## src/rtl/ram_arb_pkg.sv

```systemverilog
// Shared types and limits for the RAM port arbiter.
package ram_arb_pkg;

  localparam int unsigned MAX_REQ        = 8;
  localparam int unsigned MAX_RD_LATENCY = 4;
  localparam int unsigned IDX_W          = $clog2(MAX_REQ);

  // Requester index, wide enough for the largest supported requester count.
  typedef logic [IDX_W-1:0] idx_t;

  // One read-return tag: valid flag plus the requester that issued the read.
  typedef struct packed {
    logic vld;
    idx_t idx;
  } tag_t;

endpackage

```

## src/rtl/ram_port_arbiter_if.sv

```systemverilog
// Request, response and RAM-side signals of the RAM port arbiter.
interface ram_port_arbiter_if #(
  parameter int unsigned NUM_REQ = 4,
  parameter int unsigned WIDTH   = 8,
  parameter int unsigned WIDTHAD = 8
);

  logic                       en;
  logic [NUM_REQ-1:0]         req_valid;
  logic [NUM_REQ-1:0]         req_ready;
  logic [NUM_REQ-1:0]         req_wr;
  logic [NUM_REQ*WIDTHAD-1:0] req_addr;
  logic [NUM_REQ*WIDTH-1:0]   req_wdata;
  logic [NUM_REQ-1:0]         rsp_valid;
  logic [WIDTH-1:0]           rsp_rdata;
  logic                       mem_wren;
  logic                       mem_rden;
  logic [WIDTHAD-1:0]         mem_addr;
  logic [WIDTH-1:0]           mem_data;
  logic [WIDTH-1:0]           mem_q;

  // Arbiter side.
  modport slave (
    input  en, req_valid, req_wr, req_addr, req_wdata, mem_q,
    output req_ready, rsp_valid, rsp_rdata, mem_wren, mem_rden, mem_addr, mem_data
  );

  // Client engines and RAM side.
  modport master (
    output en, req_valid, req_wr, req_addr, req_wdata, mem_q,
    input  req_ready, rsp_valid, rsp_rdata, mem_wren, mem_rden, mem_addr, mem_data
  );

endinterface

```

## src/rtl/rr_arbiter_core.sv

```systemverilog
// Combinational round-robin grant: highest priority goes to ptr+1, wrapping.
module rr_arbiter_core
  import ram_arb_pkg::*;
#(
  parameter int unsigned NUM_REQ = 4
) (
  input  logic [NUM_REQ-1:0] valid,
  input  idx_t               ptr,
  output logic [NUM_REQ-1:0] grant,
  output idx_t               grant_idx
);

  logic found;

  // Two ordered passes replace rotate/encode/un-rotate: indices above ptr first, then the wrap.
  always_comb begin
    grant     = '0;
    grant_idx = '0;
    found     = 1'b0;
    for (int i = 0; i < NUM_REQ; i++) begin
      if (!found && valid[i] && (idx_t'(i) > ptr)) begin
        grant[i]  = 1'b1;
        grant_idx = idx_t'(i);
        found     = 1'b1;
      end
    end
    for (int i = 0; i < NUM_REQ; i++) begin
      if (!found && valid[i] && (idx_t'(i) <= ptr)) begin
        grant[i]  = 1'b1;
        grant_idx = idx_t'(i);
        found     = 1'b1;
      end
    end
  end

endmodule

```

## src/rtl/ram_port_arbiter.sv

```systemverilog
// Shares one altsyncram port between NUM_REQ requesters with round-robin
// arbitration, registered issue and tagged fixed-latency read return.
module ram_port_arbiter
  import ram_arb_pkg::*;
#(
  parameter int unsigned NUM_REQ    = 4,
  parameter int unsigned WIDTH      = 8,
  parameter int unsigned WIDTHAD    = 8,
  parameter int unsigned RD_LATENCY = 2
) (
  input logic               clock,
  input logic               aclr,
  ram_port_arbiter_if.slave bus
);

  logic [NUM_REQ-1:0] arb_valid;
  logic [NUM_REQ-1:0] grant;
  idx_t               grant_idx;
  logic               any_grant;
  idx_t               ptr_q;

  logic               sel_wr;
  logic [WIDTHAD-1:0] sel_addr;
  logic [WIDTH-1:0]   sel_data;

  logic               mem_wren_q;
  logic               mem_rden_q;
  logic [WIDTHAD-1:0] mem_addr_q;
  logic [WIDTH-1:0]   mem_data_q;
  idx_t               issue_idx_q;

  tag_t               tag_q [RD_LATENCY];
  tag_t               tag_out;
  logic [WIDTH-1:0]   rdata_q;

  assign arb_valid = bus.en ? bus.req_valid : '0;

  rr_arbiter_core #(
    .NUM_REQ (NUM_REQ)
  ) u_core (
    .valid     (arb_valid),
    .ptr       (ptr_q),
    .grant     (grant),
    .grant_idx (grant_idx)
  );

  assign any_grant     = |grant;
  assign bus.req_ready = grant;

  // One-hot AND-OR mux of the granted requester's command fields.
  always_comb begin
    sel_wr   = 1'b0;
    sel_addr = '0;
    sel_data = '0;
    for (int i = 0; i < NUM_REQ; i++) begin
      if (grant[i]) begin
        sel_wr   = sel_wr | bus.req_wr[i];
        sel_addr = sel_addr | bus.req_addr[i*WIDTHAD +: WIDTHAD];
        sel_data = sel_data | bus.req_wdata[i*WIDTH +: WIDTH];
      end
    end
  end

  // Round-robin pointer remembers the last granted requester.
  always_ff @(posedge clock or posedge aclr) begin
    if (aclr) begin
      ptr_q <= idx_t'(NUM_REQ - 1);
    end else if (any_grant) begin
      ptr_q <= grant_idx;
    end
  end

  // Registered issue to the RAM; address and data hold while idle.
  always_ff @(posedge clock or posedge aclr) begin
    if (aclr) begin
      mem_wren_q  <= 1'b0;
      mem_rden_q  <= 1'b0;
      mem_addr_q  <= '0;
      mem_data_q  <= '0;
      issue_idx_q <= '0;
    end else begin
      mem_wren_q <= any_grant & sel_wr;
      mem_rden_q <= any_grant & ~sel_wr;
      if (any_grant) begin
        mem_addr_q  <= sel_addr;
        mem_data_q  <= sel_data;
        issue_idx_q <= grant_idx;
      end
    end
  end

  assign bus.mem_wren = mem_wren_q;
  assign bus.mem_rden = mem_rden_q;
  assign bus.mem_addr = mem_addr_q;
  assign bus.mem_data = mem_data_q;

  // Tag shift register tracks each read through the RAM's latency.
  always_ff @(posedge clock or posedge aclr) begin
    if (aclr) begin
      for (int i = 0; i < RD_LATENCY; i++) begin
        tag_q[i] <= '0;
      end
    end else begin
      tag_q[0] <= '{vld: mem_rden_q, idx: issue_idx_q};
      for (int i = 1; i < RD_LATENCY; i++) begin
        tag_q[i] <= tag_q[i-1];
      end
    end
  end

  assign tag_out = tag_q[RD_LATENCY-1];

  // Decode the returning tag into a one-hot response strobe.
  always_comb begin
    bus.rsp_valid = '0;
    for (int i = 0; i < NUM_REQ; i++) begin
      bus.rsp_valid[i] = tag_out.vld && (tag_out.idx == idx_t'(i));
    end
  end

  // Capture returned data so rsp_rdata holds between responses.
  always_ff @(posedge clock or posedge aclr) begin
    if (aclr) begin
      rdata_q <= '0;
    end else if (tag_out.vld) begin
      rdata_q <= bus.mem_q;
    end
  end

  assign bus.rsp_rdata = tag_out.vld ? bus.mem_q : rdata_q;

endmodule

```

## src/flat_wrapper.sv

```systemverilog
// flat-port wrapper written by rule: the top's interface ports become plain ports
module ram_port_arbiter_flat import ram_arb_pkg::*;
#(
  parameter int unsigned NUM_REQ    = 4,
  parameter int unsigned WIDTH      = 8,
  parameter int unsigned WIDTHAD    = 8,
  parameter int unsigned RD_LATENCY = 2
)
  (clock, aclr, bus_en, bus_req_valid, bus_req_wr, bus_req_addr, bus_req_wdata, bus_mem_q, bus_req_ready, bus_rsp_valid, bus_rsp_rdata, bus_mem_wren, bus_mem_rden, bus_mem_addr, bus_mem_data);
  ram_port_arbiter_if #(.NUM_REQ(NUM_REQ), .WIDTH(WIDTH), .WIDTHAD(WIDTHAD)) bus_i ();
  input logic clock;
  input logic aclr;
  input wire logic [$bits(bus_i.en)-1:0] bus_en;
  input wire logic [$bits(bus_i.req_valid)-1:0] bus_req_valid;
  input wire logic [$bits(bus_i.req_wr)-1:0] bus_req_wr;
  input wire logic [$bits(bus_i.req_addr)-1:0] bus_req_addr;
  input wire logic [$bits(bus_i.req_wdata)-1:0] bus_req_wdata;
  input wire logic [$bits(bus_i.mem_q)-1:0] bus_mem_q;
  output wire logic [$bits(bus_i.req_ready)-1:0] bus_req_ready;
  output wire logic [$bits(bus_i.rsp_valid)-1:0] bus_rsp_valid;
  output wire logic [$bits(bus_i.rsp_rdata)-1:0] bus_rsp_rdata;
  output wire logic [$bits(bus_i.mem_wren)-1:0] bus_mem_wren;
  output wire logic [$bits(bus_i.mem_rden)-1:0] bus_mem_rden;
  output wire logic [$bits(bus_i.mem_addr)-1:0] bus_mem_addr;
  output wire logic [$bits(bus_i.mem_data)-1:0] bus_mem_data;
  assign bus_i.en = bus_en;
  assign bus_i.req_valid = bus_req_valid;
  assign bus_i.req_wr = bus_req_wr;
  assign bus_i.req_addr = bus_req_addr;
  assign bus_i.req_wdata = bus_req_wdata;
  assign bus_i.mem_q = bus_mem_q;
  assign bus_req_ready = bus_i.req_ready;
  assign bus_rsp_valid = bus_i.rsp_valid;
  assign bus_rsp_rdata = bus_i.rsp_rdata;
  assign bus_mem_wren = bus_i.mem_wren;
  assign bus_mem_rden = bus_i.mem_rden;
  assign bus_mem_addr = bus_i.mem_addr;
  assign bus_mem_data = bus_i.mem_data;
  ram_port_arbiter #(.NUM_REQ(NUM_REQ), .WIDTH(WIDTH), .WIDTHAD(WIDTHAD), .RD_LATENCY(RD_LATENCY)) u_core (.clock(clock), .aclr(aclr), .bus(bus_i));
endmodule
```

## config.mk

```make
export PLATFORM = sky130hd
export DESIGN_NAME = ram_port_arbiter_flat
export DESIGN_NICKNAME = d
export VERILOG_FILES = /design/src/rtl/ram_arb_pkg.sv /design/src/rtl/ram_port_arbiter_if.sv /design/src/rtl/rr_arbiter_core.sv /design/src/rtl/ram_port_arbiter.sv /design/src/flat_wrapper.sv
export SDC_FILE = /design/constraint.sdc
export NUM_CORES = 1
export LEC_CHECK = 0
export ABC_AREA = 0
export CORE_ASPECT_RATIO = 0.75
export CORE_UTILIZATION = 32
export DETAILED_ROUTE_END_ITERATION = 7
export GPL_TIMING_DRIVEN = 0
export PLACE_DENSITY = 0.81
export SETUP_SLACK_MARGIN = 0.15
export SLEW_MARGIN = 10
export SYNTH_ARGS = -nofsm -noshare
export SYNTH_HDL_FRONTEND = slang
export SYNTH_SLANG_ARGS = --single-unit
```

## constraint.sdc

```tcl
create_clock -name clock -period 1.94 [get_ports clock]
set_input_delay 0.388 -clock clock [delete_from_list [all_inputs] [get_ports clock]]
set_output_delay 0.388 -clock clock [all_outputs]
set_load 0.1 [all_outputs]
```

### After elaboration in Yosys (flattened, before gate mapping)

Cells that the tools add are included.

* $lt $le $gt $ge: 8
* equal/unequal tests: 3
* multiplexer cells: 35
* bitwise gates (word level): 12
* reductions and logical operators: 28

Operators by type and width (number)
* 8-bit 2-to-1 mux: 9
* 8-bit bitwise OR: 6
* 1-bit logical AND: 19
* 1-bit 2-to-1 mux: 19
* 3-bit 2-to-1 mux: 6
* 1-bit zero test: 7
* 3-bit by 2-bit == test with 1-bit output (second input constant): 2
* 1-bit by 3-bit greater-than comparator with 1-bit output (first input constant): 2
* 2-bit by 3-bit greater-than comparator with 1-bit output (first input constant): 2
* 1-bit by 3-bit less-or-equal comparator with 1-bit output (first input constant): 2
* 2-bit by 3-bit less-or-equal comparator with 1-bit output (first input constant): 2
* 4-bit 2-to-1 mux: 1
* 4-bit OR reduction: 1
* 3-bit by 1-bit == test with 1-bit output (second input constant): 1
* 3-bit zero test: 1
* 1-bit bitwise OR: 3
* 1-bit AND: 2
* 1-bit inverter: 1

* flip-flop bits (word level): 40
* input port bits: 83
* output and inout bits: 34

### Depth between registers and ports, before layout

Gate-level depths: netlist (run 1).

* word-level depth: 34
* mapped depth: 8

### Modules after synthesis

A second synthesis (run 1) with hierarchy kept.

* cells, all modules: 178
* area, all modules: 1878.1 um^2

By module, submodules not included
* ram_port_arbiter: instances 1, cells an instance 152, area an instance 1722.9 um^2
* rr_arbiter_core: instances 1, cells an instance 26, area an instance 155.1 um^2

### Least setup slack after synthesis (run 1)

Ideal clock, no wire load.

* kind: flip-flop to output port
* start point: reg u_core.tag_q, in the netlist u_core.tag_out[3]
* end point: out bus_rsp_valid[0]
* data arrival time: 2.899 ns
* path slack: -1.347 ns
* stages on the path, launching flop included: 3
* cells stage by stage: dfrtp_1 buf_1 nor3b_1

* cells in the longest elaborated chain, start to end: 1

Ends and longest elaborated chain
* from (decl): line ram_port_arbiter.sv:32 `tag_t tag_q [RD_LATENCY];`
* from (signal, indexed assignment): line ram_port_arbiter.sv:106 `tag_q[i] <= tag_q[i-1];`
* 1-bit logical AND: line ram_port_arbiter.sv:117 `bus.rsp_valid[i] = tag_out.vld && (tag_out.idx == idx_t'(i));`
* to (decl): line flat_wrapper.sv:20 `output wire logic [$bits(bus_i.rsp_valid)-1:0] bus_rsp_valid;`

No other way between the ends.

### Final worst setup path (run 1)

* start point: reg u_core.ptr_q[1]
* end point: out bus_req_ready[1]

* cells in the longest elaborated chain, start to end: 23
* elaborated cells between the ends (all ways): 29

Ends and longest elaborated chain
* from (decl): line ram_port_arbiter.sv:20 `idx_t ptr_q;`
* from (signal assigned): line ram_port_arbiter.sv:67 `ptr_q <= idx_t'(NUM_REQ - 1);`
* from (signal assigned): line ram_port_arbiter.sv:69 `ptr_q <= grant_idx;`
* 1-bit by 3-bit greater-than comparator with 1-bit output: line rr_arbiter_core.sv:21 `if (!found && valid[i] && (idx_t'(i) > ptr)) begin`
* 1-bit logical AND: line rr_arbiter_core.sv:21
* 1-bit 2-to-1 mux: line rr_arbiter_core.sv:21
* 1-bit zero test: line rr_arbiter_core.sv:21
* 1-bit logical AND (2 in a row): line rr_arbiter_core.sv:21
* 1-bit 2-to-1 mux: line rr_arbiter_core.sv:21
* 1-bit zero test: line rr_arbiter_core.sv:21
* 1-bit logical AND (2 in a row): line rr_arbiter_core.sv:21
* [... 2 more ...]
* 1-bit logical AND (2 in a row): line rr_arbiter_core.sv:21
* 1-bit 2-to-1 mux: line rr_arbiter_core.sv:21
* 1-bit zero test: line rr_arbiter_core.sv:28 `if (!found && valid[i] && (idx_t'(i) <= ptr)) begin`
* 1-bit logical AND (2 in a row): line rr_arbiter_core.sv:28
* 1-bit 2-to-1 mux: line rr_arbiter_core.sv:28
* 1-bit zero test: line rr_arbiter_core.sv:28
* 1-bit logical AND (2 in a row): line rr_arbiter_core.sv:28
* 1-bit 2-to-1 mux *: line rr_arbiter_core.sv:28
* to (decl): line flat_wrapper.sv:19 `output wire logic [$bits(bus_i.req_ready)-1:0] bus_req_ready;`

Mark *: on every way between the ends. The rest lies on a longest branch, timed or not.

==> results of run 1 <==
==> cells by family (layout without fill, tap and decap cells) <==
logic type	Yosys count	in the layout	share of synthesized area
simple gates	71	71	0.195
mux	8	8	0.0513
compound gates	39	39	0.195
flops	36	36	0.515
buf+inv	13	163	0.0442
==> power breakdown <==
group	switching [mW]	total (mW)	internal [mW]
sequential	0.217	1.36	1.14
clock	0.265	0.554	0.289
combinational	3.34	5.13	1.80
total	3.82	7.04	3.22
==> registers in the layout (all words and copies together), names as in the netlist <==
name / count
u_core.bus.mem_addr: 8
u_core.bus.mem_data: 8
u_core.rdata_q: 8
u_core.tag_out: 3
u_core.tag_q: 3
u_core.issue_idx_q: 2
u_core.ptr_q: 2
u_core.bus.mem_rden: 1
u_core.bus.mem_wren: 1
==> repair_timing <==
| item | 4_1_cts | 5_1_grt |
|---|---|---|
| gates cloned | 2 | 1 |
| setup buffers | 19 | 5 |
| resized for setup | 188 | 42 |
| endpoints found under the hold margin | 0 | 0 |
| pin swaps | 18 | 7 |
| setup endpoints to repair | 54 | 34 |
==> cell usage in the layout, fill, tap and decap left out, drive strengths merged, types with 2 or more instances in the layout <==
cell type / count
mux2: 8
clkbuf: 11
a22oi: 4
dfstp: 2
dlygate4sd2: 3
a222oi: 15
clkdlybuf4s15: 19
o21ai: 5
a21oi: 4
buf: 48
nand3: 17
nand2b: 2
dfrtp: 34
nand2: 39
and3b: 2
inv: 3
clkdlybuf4s50: 77
nor2: 5
a211o: 2
nor3b: 3
==> final timing paths <==
kind	from	end	slack [ps]	cells after the start
setup / recovery	u_core.ptr_q[1]$_DFFE_PP1P_	bus_req_ready[1]	-200	6
hold / removal	u_core.tag_q[4]$_DFF_PP0_	u_core.tag_out[0]$_DFF_PP0_	350	0
setup reg to reg	u_core.ptr_q[1]$_DFFE_PP1P_	u_core.bus.mem_data[1]$_DFFE_PP0P_	-30	8
hold reg to reg	u_core.tag_q[4]$_DFF_PP0_	u_core.tag_out[0]$_DFF_PP0_	350	0
max in group asynchronous	aclr	u_core.bus.mem_rden$_DFF_PP0_	880	2
min in group asynchronous	aclr	u_core.rdata_q[6]$_DFF_PP0_	590	2
==> per-stage QoR <==
stage | hold WS (ps) | setup TNS (ps) | setup WS (ps) | cell area, um2 | std cells
floorplan | 331 | -1.25 | -1.25 | 1820 | 167
global placement | 333 | -23160 | -1750 | 3070 | 354
detailed placement | 336 | -21040 | -1760 | 3070 | 354
CTS | 354 | -510 | -242 | 3460 | 383
global route | 361 | -1760 | -263 | 3670 | 389
finish | 353 | -596 | -204 | 3670 | 389
==> cell type report <==
type                    instances  area, um2
flip-flops and latches         36        903
plain buffers                  10        125
fillers                       354       1420
inverters                       3       11.3
clock inverters                 1       7.51
well taps                      72       90.1
multi-input cells             118        916
repair buffers                142       1540
clock buffers                   7       86.3
==> worst reg2reg max path, delay by kind of cell (launching register included) <==
| family | cells | cell delay (ps) |
|---|---|---|
| AO/OA/AOI/OAI | 4 | 700 |
| AND/OR/NAND/NOR | 1 | 120 |
| buffers and inverters | 3 | 490 |
| flip-flops | 1 | 540 |
==> routing by layer <==
metal	global-route usage	up-vias	wire, um
met1	0.267	950	2620
met5	0	-	0
met4	0.0533	0	25
li1	-	929	-
met3	0.0674	2	523
met2	0.376	100	3180
==> qor.txt, run 1 <==
status - complete, but fails checks
failing checks - setup timing
CTS sink count - 36
Die Ht - 66.1 um
total die area - 5790 um2
Post-DP HPWL - 4.23 mm
final hold viol count - 0
total global routing overflow - 0
Reg clk slew, reported paths - 70 ps
ordered cell list for the critical path - nand2b_4 > buf_4 > or3b_4 > o41ai_4 > buf_12 > buf_12
final setup vio count - 8
CP max-delay cell - or3b_4
Initial DRC Count - 123
VDD IR max - 749 uV
commonest cells in the netlist - nand2_1 (39), dfrtp_1 (34), nand3_1 (17)
power per cell area - 1920 nW/um2
Mapped Cells - 167
DRC - 0
hold_buf cts - 0
P&R area growth vs syn - 109%
Synth area leader - dfrtp_1
share of cells above drive strength 1 - 0.350
Post-synth EDFFs - 0
crit-path max cell delay - 400 ps
mapped cell area - 1760 um2
DR vias - 1,981
crit path time final - 2140 ps
largest cells by area after synthesis - dfrtp_1 (48%), a222oi_1 (8.6%), nand2_1 (8.3%)
Final Util - 0.722
post-synth cell types - 36
Cell Rows - 22
drt wl/cell - 16.3 um
most frequent cell after synthesis - nand2_1
final worst setup slack - -204 ps
H-tree Lvls - 2
delay-heaviest family, CP - simple AND/OR/NAND/NOR gates
Worst slew margin - 0.509
critical path launch point type - flip-flop
WP data arrival - 1760 ps
antenna violation net count after detailed routing - 0
Pleak - 1.60 nW
vias in the first global route - 2,002
first-pass GRT wire length - 9.50 mm
Slew @ Worst Pin - 736 ps
DR vias/cell - 5.09
TritonCTS Buffers - 5
maxcap violations - 0
ys async rst share - 1.00
RSZ-0062 raised after global routing - true
CTS tree - yes
skew final - 8.55 ps
initial antenna violation count - 0
CP required - 1550 ps
Antenna Cells - 0
Peak Freq - 0.466 GHz
largest fanout on the critical path - 3
flops & latches, synth - 36
Buf/Inv on CP - 3
largest net degree at the start of global routing - 37
Layout Nets - 399
synth warn - 0
DRT Pass-1 Iters - 5
post-synth top area share - 0.485
total power - 7.04 mW
Final period util - 1.11
Total GRT Usage - 0.218
clk root buf - clkbuf_8
clock insertion delay at the later pin of the skew report - 280 ps
Synth Flop Type - dfrtp_1
crit end category - primary output
mean area per synthesized cell - 10.5 um2
most used cell, CP - buf_12
IO buf count - 115
final wirelength - 6.35 mm
Max clock buf depth - 2
# IOs - 117
Core Region - 5090 um2
Synth Net Count - 250
Placer Congestion - 0.826
die width - 87.5 um
Tightest Hold Check Type - reg2reg
Max Slew Vio Count - 0
register area share after synthesis - 0.515
initial core utilization - 0.345
crit path kind - reg2out
Power figures use the tool's default switching activity.
==> run 2: changes to the inputs <==
--- a/config.mk
+++ b/config.mk
@@ -9,7 +9,6 @@
 export CORE_ASPECT_RATIO = 0.75
 export CORE_UTILIZATION = 32
 export DETAILED_ROUTE_END_ITERATION = 7
-export GPL_TIMING_DRIVEN = 0
 export PLACE_DENSITY = 0.81
 export SETUP_SLACK_MARGIN = 0.15
 export SLEW_MARGIN = 10
==> qor.txt, run 2 (same netlist as run 1, synthesis figures left out) <==
DR vias - 2,030 (+2.5%)
final setup vio count - 20 (+12)
Core Region - 5090 um2 (unchanged)
Cell Rows - 22 (unchanged)
power per cell area - 1910 nW/um2 (-0.21%)
first-pass GRT wire length - 9.76 mm (+2.8%)
DRC - 0 (unchanged)
TritonCTS Buffers - 5 (unchanged)
status - complete, but fails checks
Final Non-Filler Cells - 397 (+2.1%)
hold_buf cts - 0 (unchanged)
Pleak - 1.62 nW (+1.1%)
skew final - 4.53 ps (-4.02 ps)
Peak Freq - 0.471 GHz (+0.98%)
total die area - 5790 um2 (unchanged)
total global routing overflow - 0 (unchanged)
most frequent cells in the layout - clkdlybuf4s50_1 (77), buf_4 (47), nand2_1 (37), dfrtp_1 (33), buf_12 (18)
Internal - 3.16 mW (-2.1%)
combinational group share of total power - 0.727 (-0.002)
die width - 87.5 um (unchanged)
total power - 6.95 mW (-1.3%)
Placer Congestion - 0.816 (-1.2%)
largest fanout on the critical path - 3 (unchanged)
final-layout fill cell count - 355 (+0.28%)
switch share - 0.546 (+0.00336)
Die Ht - 66.1 um (unchanged)
clk root buf - clkbuf_8
sequential share of power - 0.195 (+0.003)
Final period util - 1.09 (-0.0107)
final hold viol count - 0 (unchanged)
Max Slew Vio Count - 0 (unchanged)
CTS sink count - 36 (unchanged)
Max clock buf depth - 2 (unchanged)
Tightest Hold Check Type - reg2reg
initial core utilization - 0.345 (unchanged)
final worst setup slack - -183 ps (+20.8 ps)
P&R area growth vs syn - 107%
WP data arrival - 1730 ps (-30 ps)
final wirelength - 6.41 mm (+0.98%)
final hold slack - 350 ps (-2.27 ps)
Layout Nets - 407 (+2.0%)
crit path time final - 2120 ps (-20.8 ps)
Initial DRC Count - 143 (+16%)
H-tree Lvls - 2 (unchanged)
Slew @ Worst Pin - 446 ps (-290 ps)
maxcap violations - 0 (unchanged)
RSZ-0062 raised after global routing - true
DR vias/cell - 5.11 (+0.41%)
Psw - 3.79 mW (-0.73%)
initial antenna violation count - 0 (unchanged)
leading cell type in the layout, fill and taps excluded - clkdlybuf4s50_1
vias in the first global route - 2,030 (+1.4%)
antenna violation net count after detailed routing - 0 (unchanged)
critical path launch point type - flip-flop
share of cells above drive strength 1 - 0.369 (+0.0191)
crit end category - primary output
Total GRT Usage - 0.225 (+0.00611)
largest net degree at the start of global routing - 37 (unchanged)
# IOs - 117 (unchanged)
crit path kind - reg2out
Reg clk slew, reported paths - 70 ps (about the same)
clock insertion delay at the later pin of the skew report - 280 ps (about the same)
drt wl/cell - 16.1 um (-1.1%)
Worst slew margin - 0.703 (+0.194)
CP required - 1550 ps (about the same)
depth of the most critical reg-to-reg path - 9 (+1)
failing checks - setup timing
Antenna Cells - 0 (unchanged)
hold path cells - 0 (unchanged)
DRT Pass-1 Iters - 7 (+2)
CTS tree - yes
part of the power in the clock network - 0.078 (about the same)
VDD IR max - 742 uV (-0.84%)
Post-DP HPWL - 4.41 mm (+4.3%)
IO buf count - 116 (+0.87%)
placed cell count - 369 (+4.2%)
[run 2: cell types whose count changed in the layout (fill, tap and decap cells not counted), moves of 2 or more]
cell | previous run | this run
buf_4 | 22 | 47
clkdlybuf4s15_2 | 19 | 0
mux2_2 | 0 | 8
mux2_4 | 8 | 0
buf_12 | 13 | 18
buf_8 | 4 | 1
clkbuf_4 | 3 | 0
buf_6 | 8 | 10
dlygate4sd2_1 | 3 | 5
nand2_1 | 39 | 37
nand2_2 | 0 | 2
o21ai_1 | 0 | 2
[run 2: routing by layer]
metal / GRT usage / wire (um)
met1: 0.259 / 2580
met2: 0.381 / 3090
met3: 0.0712 / 541
met4: 0.102 / 201
met5: 0 / 0
[run 2: final cells by class]
class / instances / area, um2 / share of cell area
timing repair buffer: 160 / 1670 / 0.458
sequential: 36 / 905 / 0.249
multi-input combinational: 118 / 868 / 0.239
tap: 72 / 90.1 / 0.0248
clock buffer: 7 / 86.3 / 0.0238
inverter: 3 / 11.3 / 0.00310
clock inverter: 1 / 7.51 / 0.00207
[run 2: power groups by stage]
stage          combinational (mW)  clock, mW  sequential, mW
5_1_grt                      5.25      0.604            1.39
3_5_place_dp                 4.65          0            1.38
6_report                     5.06      0.542            1.35
3_3_place_gp                 4.60          0            1.37
2_1_floorplan                1.91          0            2.65
4_1_cts                      4.90      0.559            1.38
[run 2: final timing paths]
kind,startpoint,slack [ps],endpoint
min,u_core.tag_q[5]$_DFF_PP0_,350,u_core.tag_out[1]$_DFF_PP0_
min reg2reg,u_core.tag_q[5]$_DFF_PP0_,350,u_core.tag_out[1]$_DFF_PP0_
max in group asynchronous,aclr,1080,u_core.ptr_q[0]$_DFFE_PP1P_
max reg2reg,u_core.ptr_q[1]$_DFFE_PP1P_,-150,u_core.bus.mem_rden$_DFF_PP0_
min in group asynchronous,aclr,510,u_core.rdata_q[7]$_DFF_PP0_
max,u_core.ptr_q[1]$_DFFE_PP1P_,-180,bus_req_ready[0]
[run 2: through the flow]
| stage | setup slack [ps] | util | area, um2 | setup TNS, ps |
|---|---|---|---|---|
| 5_1_grt | -238 | 0.714 | 3630 | -3050 |
| 2_1_floorplan | -1.25 | - | 1820 | -1.25 |
| 3_3_place_gp | -700 | 0.648 | 3300 | -9560 |
| 6_report | -183 | 0.714 | 3630 | -1480 |
| 3_5_place_dp | -755 | 0.648 | 3300 | -10850 |
| 4_1_cts | -169 | 0.701 | 3570 | -626 |
[run 2: what timing repair did]
| action | in CTS | in global routing |
|---|---|---|
| setup buffers | 14 | 5 |
| gates resized for setup | 25 | 8 |
| setup endpoints to repair | 33 | 34 |
| pin swaps | 32 | 10 |
| gates cloned | 1 | 0 |
[run 2: critical path, cell delays in order (launching register included)]
cell,delay [ps]
dfstp_2,570
nand2b_4,150
a21oi_4,60
buf_4,140
nor3b_4,320
buf_12,220
==> run 3: changes to the inputs <==
--- a/config.mk
+++ b/config.mk
@@ -7,9 +7,9 @@
 export LEC_CHECK = 0
 export ABC_AREA = 0
 export CORE_ASPECT_RATIO = 0.75
-export CORE_UTILIZATION = 32
+export CORE_UTILIZATION = 38
 export DETAILED_ROUTE_END_ITERATION = 7
-export PLACE_DENSITY = 0.81
+export PLACE_DENSITY = 0.9
 export SETUP_SLACK_MARGIN = 0.15
 export SLEW_MARGIN = 10
 export SYNTH_ARGS = -nofsm -noshare
==> constraint.sdc (replaced) <==
create_clock -name clock -period 2.5 [get_ports clock]
set_input_delay 0.5 -clock clock [delete_from_list [all_inputs] [get_ports clock]]
set_output_delay 0.5 -clock clock [all_outputs]
set_load 0.1 [all_outputs]
==> qor.txt, run 3 (same netlist as run 1, synthesis figures left out) <==
vias in the first global route - 1,852 (-8.8%)
total global routing overflow - 0 (unchanged)
clk root buf - clkbuf_8
maxcap violations - 0 (unchanged)
Final Non-Filler Cells - 366 (-7.8%)
crit end category - primary output
antenna violation net count after detailed routing - 0 (unchanged)
IO buf count - 116 (unchanged)
hold_buf cts - 0 (unchanged)
Final period util - 0.921
area of the multi-input gates - 805 um2 (-7.3%)
share of cells above drive strength 1 - 0.294 (-0.0747)
worst slack at placement - -14.2 ps (+740 ps)
DR vias/cell - 5.28 (+3.3%)
RSZ-0062 raised after global routing - true
final instance area - 3330 um2 (-8.4%)
Pleak - 1.51 nW (-6.9%)
VDD IR max - 1330 uV (+79%)
Worst Hold Path EP - u_core.tag_out[3]$_DFF_PP0_
final hold viol count - 0 (unchanged)
leading cell type in the layout, fill and taps excluded - clkdlybuf4s50_1
Initial DRC Count - 178 (+24%)
RR Endpoint - u_core.bus.mem_data[7]$_DFFE_PP0P_
Core Region - 4440 um2 (-13%)
Max Slew Vio Count - 0 (unchanged)
# IOs - 117 (unchanged)
final wirelength - 5.55 mm (-13%)
Max clock buf depth - 2 (unchanged)
CTS sink count - 36 (unchanged)
Die Ht - 60.9 um (-8.0%)
FF-to-FF setup slack - 440 ps (+590 ps)
skew final - 3.33 ps (-1.20 ps)
largest fanout on the critical path - 5 (+2)
depth of the most critical reg-to-reg path - 8 (-1)
DR vias - 1,934 (-4.7%)
initial core utilization - 0.395 (+0.0506)
DRT Pass-1 Iters - 6 (-1)
first-pass GRT wire length - 8.41 mm (-14%)
crit path kind - reg2out
H-tree Lvls - 2 (unchanged)
initial antenna violation count - 0 (unchanged)
power per cell area - 1500 nW/um2 (-22%)
Slew @ Worst Pin - 446 ps (+0.482 ps)
Peak Freq - 0.434 GHz
Total GRT Usage - 0.235 (+0.0104)
clock insertion delay at the later pin of the skew report - 280 ps (about the same)
die width - 80.5 um (-8.0%)
Layout Nets - 391 (-3.9%)
largest net degree at the start of global routing - 37 (unchanged)
critical path launch point type - flip-flop
final setup vio count - 0 (-100%)
Reg clk slew, reported paths - 70 ps (about the same)
CTS tree - yes
register area - 903 um2 (-0.14%)
Worst slew margin - 0.702 (about the same)
P&R area growth vs syn - 89.5%
TritonCTS Buffers - 5 (unchanged)
DRC - 0 (unchanged)
Antenna Cells - 0 (unchanged)
Post-DP HPWL - 4.33 mm (-1.9%)
status - finished clean
Placer Congestion - 0.912 (+12%)
Tightest Hold Check Type - reg2reg
hold_sp - u_core.tag_q[7]$_DFF_PP0_
total power - 4.98 mW (-28%)
CP required - 2000 ps (+450 ps)
hold path cells - 0 (unchanged)
drt wl/cell - 15.2 um (-6.0%)
final worst setup slack - 197 ps (+380 ps)
FF-to-FF Start - u_core.ptr_q[0]$_DFFE_PP1P_
placed cell count - 352 (-4.6%)
WP data arrival - 1800 ps (+70 ps)
crit path time final - 2300 ps
total die area - 4900 um2 (-15%)
Cell Rows - 21 (-4.5%)
final-layout fill cell count - 303 (-15%)
placed instance area - 3160 um2 (-4.2%)
most frequent cells in the layout - clkdlybuf4s50_1 (77), buf_4 (46), nand2_1 (39), dfrtp_1 (34), nand3_1 (17)
Fin Setup TNS - 0 ps (+1480 ps)
run 3: cell types whose count changed in the layout (fill, tap and decap cells not counted), sizes merged:
cell | before | now
clkinv | 0 | 3
buf | 78 | 62
clkinvlp | 1 | 0
clkbuf | 7 | 5
dlymetal6s2s | 0 | 1
dlygate4sd2 | 5 | 4
run 3: per-stage QoR:
step	util	hold WS (ps)
2_1_floorplan	-	331
3_3_place_gp	0.711	334
3_5_place_dp	0.711	335
4_1_cts	0.739	351
5_1_grt	0.749	364
6_report	0.749	351
run 3: report_power, final:
part / internal, mW / switching [mW] / total, mW
sequential: 0.884 / 0.200 / 1.08
combinational: 1.08 / 2.41 / 3.49
clock: 0.194 / 0.207 / 0.401
run 3: worst max path at each step:
stage | from | endpoint | slack, ps | cells past startpoint
after global placement | bus_req_valid[3] | bus_req_ready[0] | 20 | 5
final | u_core.ptr_q[1]$_DFFE_PP1P_ | bus_req_ready[1] | 200 | 5
after detailed placement | bus_req_valid[3] | bus_req_ready[0] | -10 | 5
after global routing | u_core.ptr_q[1]$_DFFE_PP1P_ | bus_req_ready[1] | 120 | 5
after floorplan | u_core.tag_out[3]$_DFF_PP0_ | bus_rsp_valid[0] | 80 | 2
after CTS | bus_en | bus_req_ready[1] | 160 | 5
run 3: layout make-up:
cell class | count | share of cell area
repair buffers | 144 | 0.436
flip-flops and latches | 36 | 0.272
multi-input cells | 118 | 0.242
well taps | 57 | 0.0214
clock buffers | 5 | 0.0207
clock inverters | 3 | 0.00564
inverters | 3 | 0.00338
run 3: metal layers:
layer  up-vias  routed length (um)  global-route usage
li1        906                   -                   -
met1       915                2230               0.292
met2       103                2810               0.397
met3        10                 438              0.0632
met4         0                  74              0.0918
met5         -                   0                   0
run 3: repair_timing:
action | in CTS | in global routing
buffers inserted | 2 | 4
gates cloned | 0 | 0
pin swaps | 3 | 3
resized for setup | 9 | 4
setup endpoints to repair | 4 | 6
run 3: worst max-delay path, stage by stage, from the launching register on:
cell and delay [ps]:
dfstp_2 580, nand2b_4 160, a21oi_4 70, buf_6 130
o41ai_4 360, buf_12 220
